--- src/rtl/bcd_counter_2digit.sv ---
// Two-digit packed-BCD up/down counter with prescaler, validated parallel load,
// and registered Tick/Wrap pulses. Q always holds a valid BCD value in 00..TOP.
module bcd_counter_2digit #(
    parameter int         DIV   = 50000000,
    parameter int         DIV_W = 26,
    parameter logic [7:0] TOP   = 8'h99
) (
    input  logic       clk_i,
    input  logic       rst_i,
    input  logic       en_i,
    input  logic       up_i,
    input  logic       load_i,
    input  logic [7:0] d_i,
    output logic [7:0] q_o,
    output logic       tick_o,
    output logic       wrap_o,
    output logic       load_err_o
);

    localparam logic [DIV_W-1:0] PRE_LAST = DIV_W'(DIV - 1);
    localparam logic [3:0]       TOP_TENS = TOP[7:4];
    localparam logic [3:0]       TOP_ONES = TOP[3:0];

    logic [DIV_W-1:0] pre_q, pre_d;
    logic [3:0]       tens_q, tens_d;
    logic [3:0]       ones_q, ones_d;
    logic             tick_q, tick_d;
    logic             wrap_q, wrap_d;
    logic             err_q, err_d;

    logic             load_ok;
    logic             pre_last;
    logic             at_top;
    logic             at_zero;
    logic [3:0]       step_tens;
    logic [3:0]       step_ones;
    logic             step_wrap;

    // Packed BCD compares numerically once both digits are known to be 0..9.
    assign load_ok  = (d_i[7:4] <= 4'd9) && (d_i[3:0] <= 4'd9) && (d_i <= TOP);
    assign pre_last = (pre_q == PRE_LAST);
    assign at_top   = (tens_q == TOP_TENS) && (ones_q == TOP_ONES);
    assign at_zero  = (tens_q == 4'd0) && (ones_q == 4'd0);

    // Value the counter moves to if a step is taken this cycle.
    always_comb begin
        step_tens = tens_q;
        step_ones = ones_q;
        step_wrap = 1'b0;
        if (up_i) begin
            if (at_top) begin
                step_tens = 4'd0;
                step_ones = 4'd0;
                step_wrap = 1'b1;
            end else if (ones_q == 4'd9) begin
                step_tens = tens_q + 4'd1;
                step_ones = 4'd0;
            end else begin
                step_ones = ones_q + 4'd1;
            end
        end else begin
            if (at_zero) begin
                step_tens = TOP_TENS;
                step_ones = TOP_ONES;
                step_wrap = 1'b1;
            end else if (ones_q == 4'd0) begin
                step_tens = tens_q - 4'd1;
                step_ones = 4'd9;
            end else begin
                step_ones = ones_q - 4'd1;
            end
        end
    end

    // Load has priority over stepping; pulses default low every cycle.
    always_comb begin
        pre_d  = pre_q;
        tens_d = tens_q;
        ones_d = ones_q;
        err_d  = err_q;
        tick_d = 1'b0;
        wrap_d = 1'b0;
        if (load_i) begin
            if (load_ok) begin
                tens_d = d_i[7:4];
                ones_d = d_i[3:0];
                pre_d  = '0;
                err_d  = 1'b0;
            end else begin
                err_d  = 1'b1;
            end
        end else if (en_i) begin
            if (pre_last) begin
                pre_d  = '0;
                tens_d = step_tens;
                ones_d = step_ones;
                tick_d = 1'b1;
                wrap_d = step_wrap;
            end else begin
                pre_d  = pre_q + DIV_W'(1);
            end
        end
    end

    always_ff @(posedge clk_i) begin
        if (rst_i) begin
            pre_q  <= '0;
            tens_q <= 4'd0;
            ones_q <= 4'd0;
            tick_q <= 1'b0;
            wrap_q <= 1'b0;
            err_q  <= 1'b0;
        end else begin
            pre_q  <= pre_d;
            tens_q <= tens_d;
            ones_q <= ones_d;
            tick_q <= tick_d;
            wrap_q <= wrap_d;
            err_q  <= err_d;
        end
    end

    assign q_o        = {tens_q, ones_q};
    assign tick_o     = tick_q;
    assign wrap_o     = wrap_q;
    assign load_err_o = err_q;

endmodule

--- config.mk ---
export PLATFORM = sky130hd
export DESIGN_NAME = bcd_counter_2digit
export DESIGN_NICKNAME = d
export VERILOG_FILES = /design/src/rtl/bcd_counter_2digit.sv
export SDC_FILE = /design/constraint.sdc
export NUM_CORES = 1
export LEC_CHECK = 0
export ABC_AREA = 1
export BUFFER_PORTS_ARGS = -buffer_cell sky130_fd_sc_hd__buf_2
export CORE_AREA = 2 2 102 104
export DETAILED_ROUTE_END_ITERATION = 10
export DIE_AREA = 0 0 104 106
export PLACE_DENSITY = 0.45
export SLEW_MARGIN = 10
export SYNTH_ARGS = -nofsm -noshare
export SYNTH_HDL_FRONTEND = slang
export SYNTH_SLANG_ARGS = --single-unit
--- constraint.sdc ---
create_clock -name clk_i -period 1.4 [get_ports clk_i]
set_input_delay 0.07 -clock clk_i [delete_from_list [all_inputs] [get_ports clk_i]]
set_output_delay 0.07 -clock clk_i [all_outputs]
set_load 0.05 [all_outputs]
# After elaboration in Yosys (flattened, before gate mapping)
# Index checks and enable logic that the tools add are counted.
# Widths: inputs -> output; s select.
[word_totals]
ff_bits = 37
input_bits = 13
out_inout_bits = 11
wordCells = 62
[classes]
addsub = 5
n_lt_le_gt_ge = 3
n_eq_ne = 5
mux = 27
n_bitwise = 2
reduce_logical = 14
[op_table]
columns = ["operator", "count"]
rows = [
  ["$mux 26", 4],
  ["$mux 4", 18],
  ["$add 26x1->26 const B", 1],
  ["$eq 26x26->1 const B", 1],
  ["$add 4x1->4 const B", 2],
  ["$eq 4x4->1 const B", 2],
  ["$le 4x4->1 const B", 2],
  ["$le 8x8->1 const B", 1],
  ["$logic_not 4->1", 2],
  ["$sub 4x1->4 const B", 2],
  ["$mux 1", 5],
  ["$reduce_and 5->1", 1],
  ["$logic_and 1x1->1", 4],
  ["$ne 4x1->1 const B", 1],
  ["$reduce_bool 2->1", 2],
  ["$reduce_bool 4->1", 1],
  ["$reduce_or 4->1", 1],
  ["$reduce_and 3->1", 1],
  ["$reduce_or 3->1", 1],
  ["$ne 2x1->1 const B", 1],
  ["$not 1->1", 2],
  ["$reduce_and 2->1", 1],
]

# Depth between registers and ports, before layout
[logic_depth]
word_depth = 7
mapped_depth = 11
mapped_depth_nobuf = 11

# Worst setup path before layout
# OpenSTA, ideal clock, no wires.
[synth_path]
path_kind = "register to register"
from = "reg tens_q[0]"
to = "reg tens_q[0]"
setup_ns = 0.113
arrival_ns = 1.641
t_required_ns = 1.287
path_slack_ns = -0.354
path_stages_with_launch = 10
path_buffers = 0
period_less_slack_ns = 1.754
cell_sequence = "dfxtp_1 inv_1 ha_1 nor3b_1 nand3_1 nand2_1 nand3_1 nand2_1 nor2_1 nor2_1"
[synth_via]
elab_chain_cells = 7
elab_cells_between_ends = 17
classes_between = "add/sub (2); eq/ne (2); mux (8); reduce/logical (5)"
[synth_rtl]
columns = ["element", "line", "rtl"]
rows = [
  ["start, declared", "25", "logic [3:0] tens_q, tens_d;"],
  ["start signal, assigned", "115", "tens_q <= tens_d;"],
  ["$sub 4x1->4, or another cell as far along", "67", "step_tens = tens_q - 4'd1;"],
  ["$mux 4, or another cell as far along", "66", "end else if (ones_q == 4'd0) begin"],
  ["$mux 4, on equally long branches", "62, 51", ""],
  ["$mux 4", "50", "if (up_i) begin"],
  ["$mux 4", "93", "if (pre_last) begin"],
  ["$mux 4", "92", "end else if (en_i) begin"],
  ["$mux 4", "83", "if (load_i) begin"],
]
# Several ways; a longest one is shown, not always the timed one. The select of a mux whose other input is x is not followed.
# A chain may end at the register's enable or synchronous reset.

# Worst setup path in the final report
[layout_path]
from = "reg pre_q[1]"
to = "reg pre_q[13]"
[layout_via]
elab_chain_cells = 4
elab_cells_between_ends = 5
classes_between = "add/sub (1); eq/ne (1); mux (3)"
[layout_rtl]
columns = ["element", "line", "rtl"]
rows = [
  ["start, declared", "24", "logic [DIV_W-1:0] pre_q, pre_d;"],
  ["start signal, assigned", "114", "pre_q <= pre_d;"],
  ["$add 26x1->26 / $eq 26x26->1 (equally long branches)", "100, 41", ""],
  ["$mux 26 *", "93", ""],
  ["$mux 26 *", "92", ""],
  ["$mux 26 *", "83", ""],
]
# Every way passes the cells marked *; elsewhere a longest branch is shown, timed or not. The select of a mux whose other input is x is not followed.

==> metrics.md <==
| Metric | Value |
|---|---|
| Status | `finished, violations left` |
| Failing checks | `setup timing` |
| Die Wd | `104 µm` |
| RSZ-0062 raised after global routing | `true` |
| WP data arrival | `1.71 ns` |
| Hold Crit Class | `in2reg` |
| Most frequent cell after synthesis | `nand2_1` |
| Pins over their slew limit | `0` |
| Critical Path Fanout Max | `7` |
| Mean Syn Cell Area | `6.59 µm²` |
| Pwr Density | `672 nW/µm²` |
| Total track usage | `14.2%` |
| Setup Skew | `0.00536 ns` |
| Top cells by area, synth | `dfxtp_1 29%, nand2_1 15%, nor2_1 8.0%, inv_1 7.4%, nand3_1 6.1%` |
| Peak VDD IR | `0.341 mV` |
| # setup viols final | `34` |
| Post-synth top flop | `dfxtp_1` |
| Clk buf depth | `2` |
| Starting density of the core | `25.3%` |
| Detailed Route WL | `7580 µm` |
| Reg clk slew, reported paths | `0.08 ns` |
| Residual DRC | `0` |
| Avg WL per Cell | `12.0 µm` |
| Fin crit period | `1.51 ns` |
| Post-synth EDFFs | `0` |
| Final Non-Filler Cells | `633` |
| Antenna violations before repair | `0` |
| Mapped cell area | `2530 µm²` |
| DP Worst Slack | `-0.165 ns` |
| Area Growth Syn to Fin | `51.4%` |
| Cell taking the most area after synthesis | `dfxtp_1` |
| Syn Nets | `402` |
| Leakage | `1.75 nW` |
| Synth top cells by count | `100 x nand2_1, 54 x nor2_1, 50 x inv_1` |
| Max-cap violation count | `0` |
| Synthesis-stage register bit count | `37` |
| Vias | `2731` |
| Vias in the first global route | `2692` |
| FFs w/ async S/R, synth | `0%` |
| Post-Place Cells | `615` |
| Peak Freq | `0.663 GHz` |
| Yosys warns | `0` |
| Post-synth top area share | `29.3%` |
| Fin util | `38.3%` |
| Footprint of the multi-input gates | `1690 µm²` |
| Clock latency on the worst-skew pair | `0.30 ns` |
| CTS tree | `yes` |
| Antenna Nets Post-Route | `0` |
| Final net count | `515` |
| Post-synthesis sequential area ratio | `29.3%` |
| Worst setup EP type | `register` |
| Worst-Margin Slew | `0.323 ns` |
| IO buf count | `23` |
| Global placement routability congestion | `0.822` |
| Largest net degree at the start of global routing | `16` |
| FF+latch area | `764 µm²` |
| Layout fillers | `1071` |
| 1st-pass router iterations | `4` |
| Post-DP HPWL | `5830 µm` |
| # clock sinks | `37` |
| Global-route wire length before repair | `12700 µm` |
| Share of cells above drive strength 1 | `40.2%` |
| Grt ovf | `0` |
| I/O pin cnt | `24` |
| Synth Instances | `384` |
| Final period util | `108%` |
| Hold Violations, Final | `0` |
| Kind of critical path | `reg2reg` |
| H-tree levels | `2` |
| Iteration-0 DRC Markers | `82` |
| Fin area | `3830 µm²` |
| CTS Buf Count | `5` |
| # rows | `37` |
| Chip height | `106 µm` |
| Post-route setup slack | `-0.108 ns` |
| Average vias per placed instance | `4.31` |
| DIE AREA | `11000 µm²` |
| Worst slew margin | `78.5%` |
| CTS root buf | `clkbuf_8` |
| Core area | `10000 µm²` |
| Synth cell types | `33` |
| CP Data Required Time | `1.60 ns` |
| CP startpoint kind | `register` |
| Antenna cell count | `0` |
| Post-DP Area | `3440 µm²` |
[cell type report]
class	instances	share of cell area (%)
clock buffer	7	2.25
multi-input combinational	287	44.1
tap	136	4.44
sequential	37	20.0
timing repair buffer	114	24.2
inverter	52	5.10
[per-layer routing]
layer / part of all wire [%] / GRT usage [%]
met1: 47 / 18.0
met2: 49 / 24.8
met3: 3.9 / 3.13
met4: 0.79 / 2.99
met5: 0 / 0
[cells in the final DEF, fill, tap and decap left out, types with 4 or more instances in the layout]
cell / Yosys / routed
nand4_1: 17 / 17
nand2_1: 100 / 95
nand3_1: 31 / 29
nor3_2: 1 / 5
inv_1: 50 / 47
buf_2: 1 / 23
ha_1: 5 / 4
nor3_4: 3 / 4
nand3_4: 2 / 4
a21oi_1: 8 / 5
buf_4: 0 / 78
dfxtp_1: 37 / 22
buf_12: 0 / 6
clkbuf_8: 0 / 6
nor2_1: 54 / 41
o21ai_2: 3 / 5
inv_2: 2 / 5
nor3_1: 17 / 12
nor2_4: 6 / 8
a21oi_2: 1 / 4
nand2_2: 4 / 9
xor2_1: 7 / 7
dfxtp_2: 0 / 13
o21ai_0: 11 / 9
buf_6: 5 / 4
nor2_2: 1 / 12
[kinds of logic after synthesis]
group | synth area share, %
compound gates | 7.02
flops | 29.3
simple gates | 47.7
xor+xnor | 3.12
buf+inv | 10.4
fa+ha+maj | 2.47
[critical path: stages (launching register included)]
cell       delay [ns]
dfxtp_2          0.36
ha_4             0.15
inv_2            0.04
nor2_4           0.13
nand2_2          0.08
nor2_4           0.09
nand2_2          0.07
nand2_4          0.09
nand2_4          0.08
nand2_8          0.11
clkbuf_16        0.17
nor2_1           0.05
[registers in the layout (all words and copies together), names as in the netlist]
register	flops
tick_o	1
wrap_o	1
load_err_o	1
pre_q	26
ones_q	4
tens_q	4
[where the power goes]
part	total (mW)	internal [mW]	switching [mW]
combinational	0.660	0.271	0.389
clock	0.802	0.392	0.410
sequential	1.11	1.08	0.0288
[final timing paths]
path	from	to	slack, ns	cells after the start
setup / recovery	pre_q[1]$_SDFFE_PP0P_	pre_q[13]$_SDFFE_PP0P_	-0.11	11
hold / removal	d_i[4]	tens_q[0]$_SDFFE_PP0P_	0.1	5
setup reg to reg	pre_q[1]$_SDFFE_PP0P_	pre_q[13]$_SDFFE_PP0P_	-0.11	11
hold reg to reg	load_err_o$_SDFFE_PP0P_	load_err_o$_SDFFE_PP0P_	0.49	2
[timing repair]
item,in CTS,in global routing
hold buffers,1,0
setup buffers,6,2
resized for setup,10,40
cloned,0,2
hold endpoints to repair,1,0
pin swaps,10,6
endpoints found under the setup margin,32,36
[per-stage QoR]
| step | hold WS, ns | TNS [ns] | power, mW |
|---|---|---|---|
| final | 0.0960 | -2.76 | 2.57 |
| after global routing | 0.112 | -6.38 | 2.73 |
| after CTS | 0.101 | -2.98 | 2.57 |
| after detailed placement | 0.316 | -3.53 | 1.73 |
| after global placement | 0.309 | -3.12 | 1.74 |
| after floorplan | 0.139 | -0.00175 | 1.51 |
Note: power is estimated with default switching activity, not from simulation.
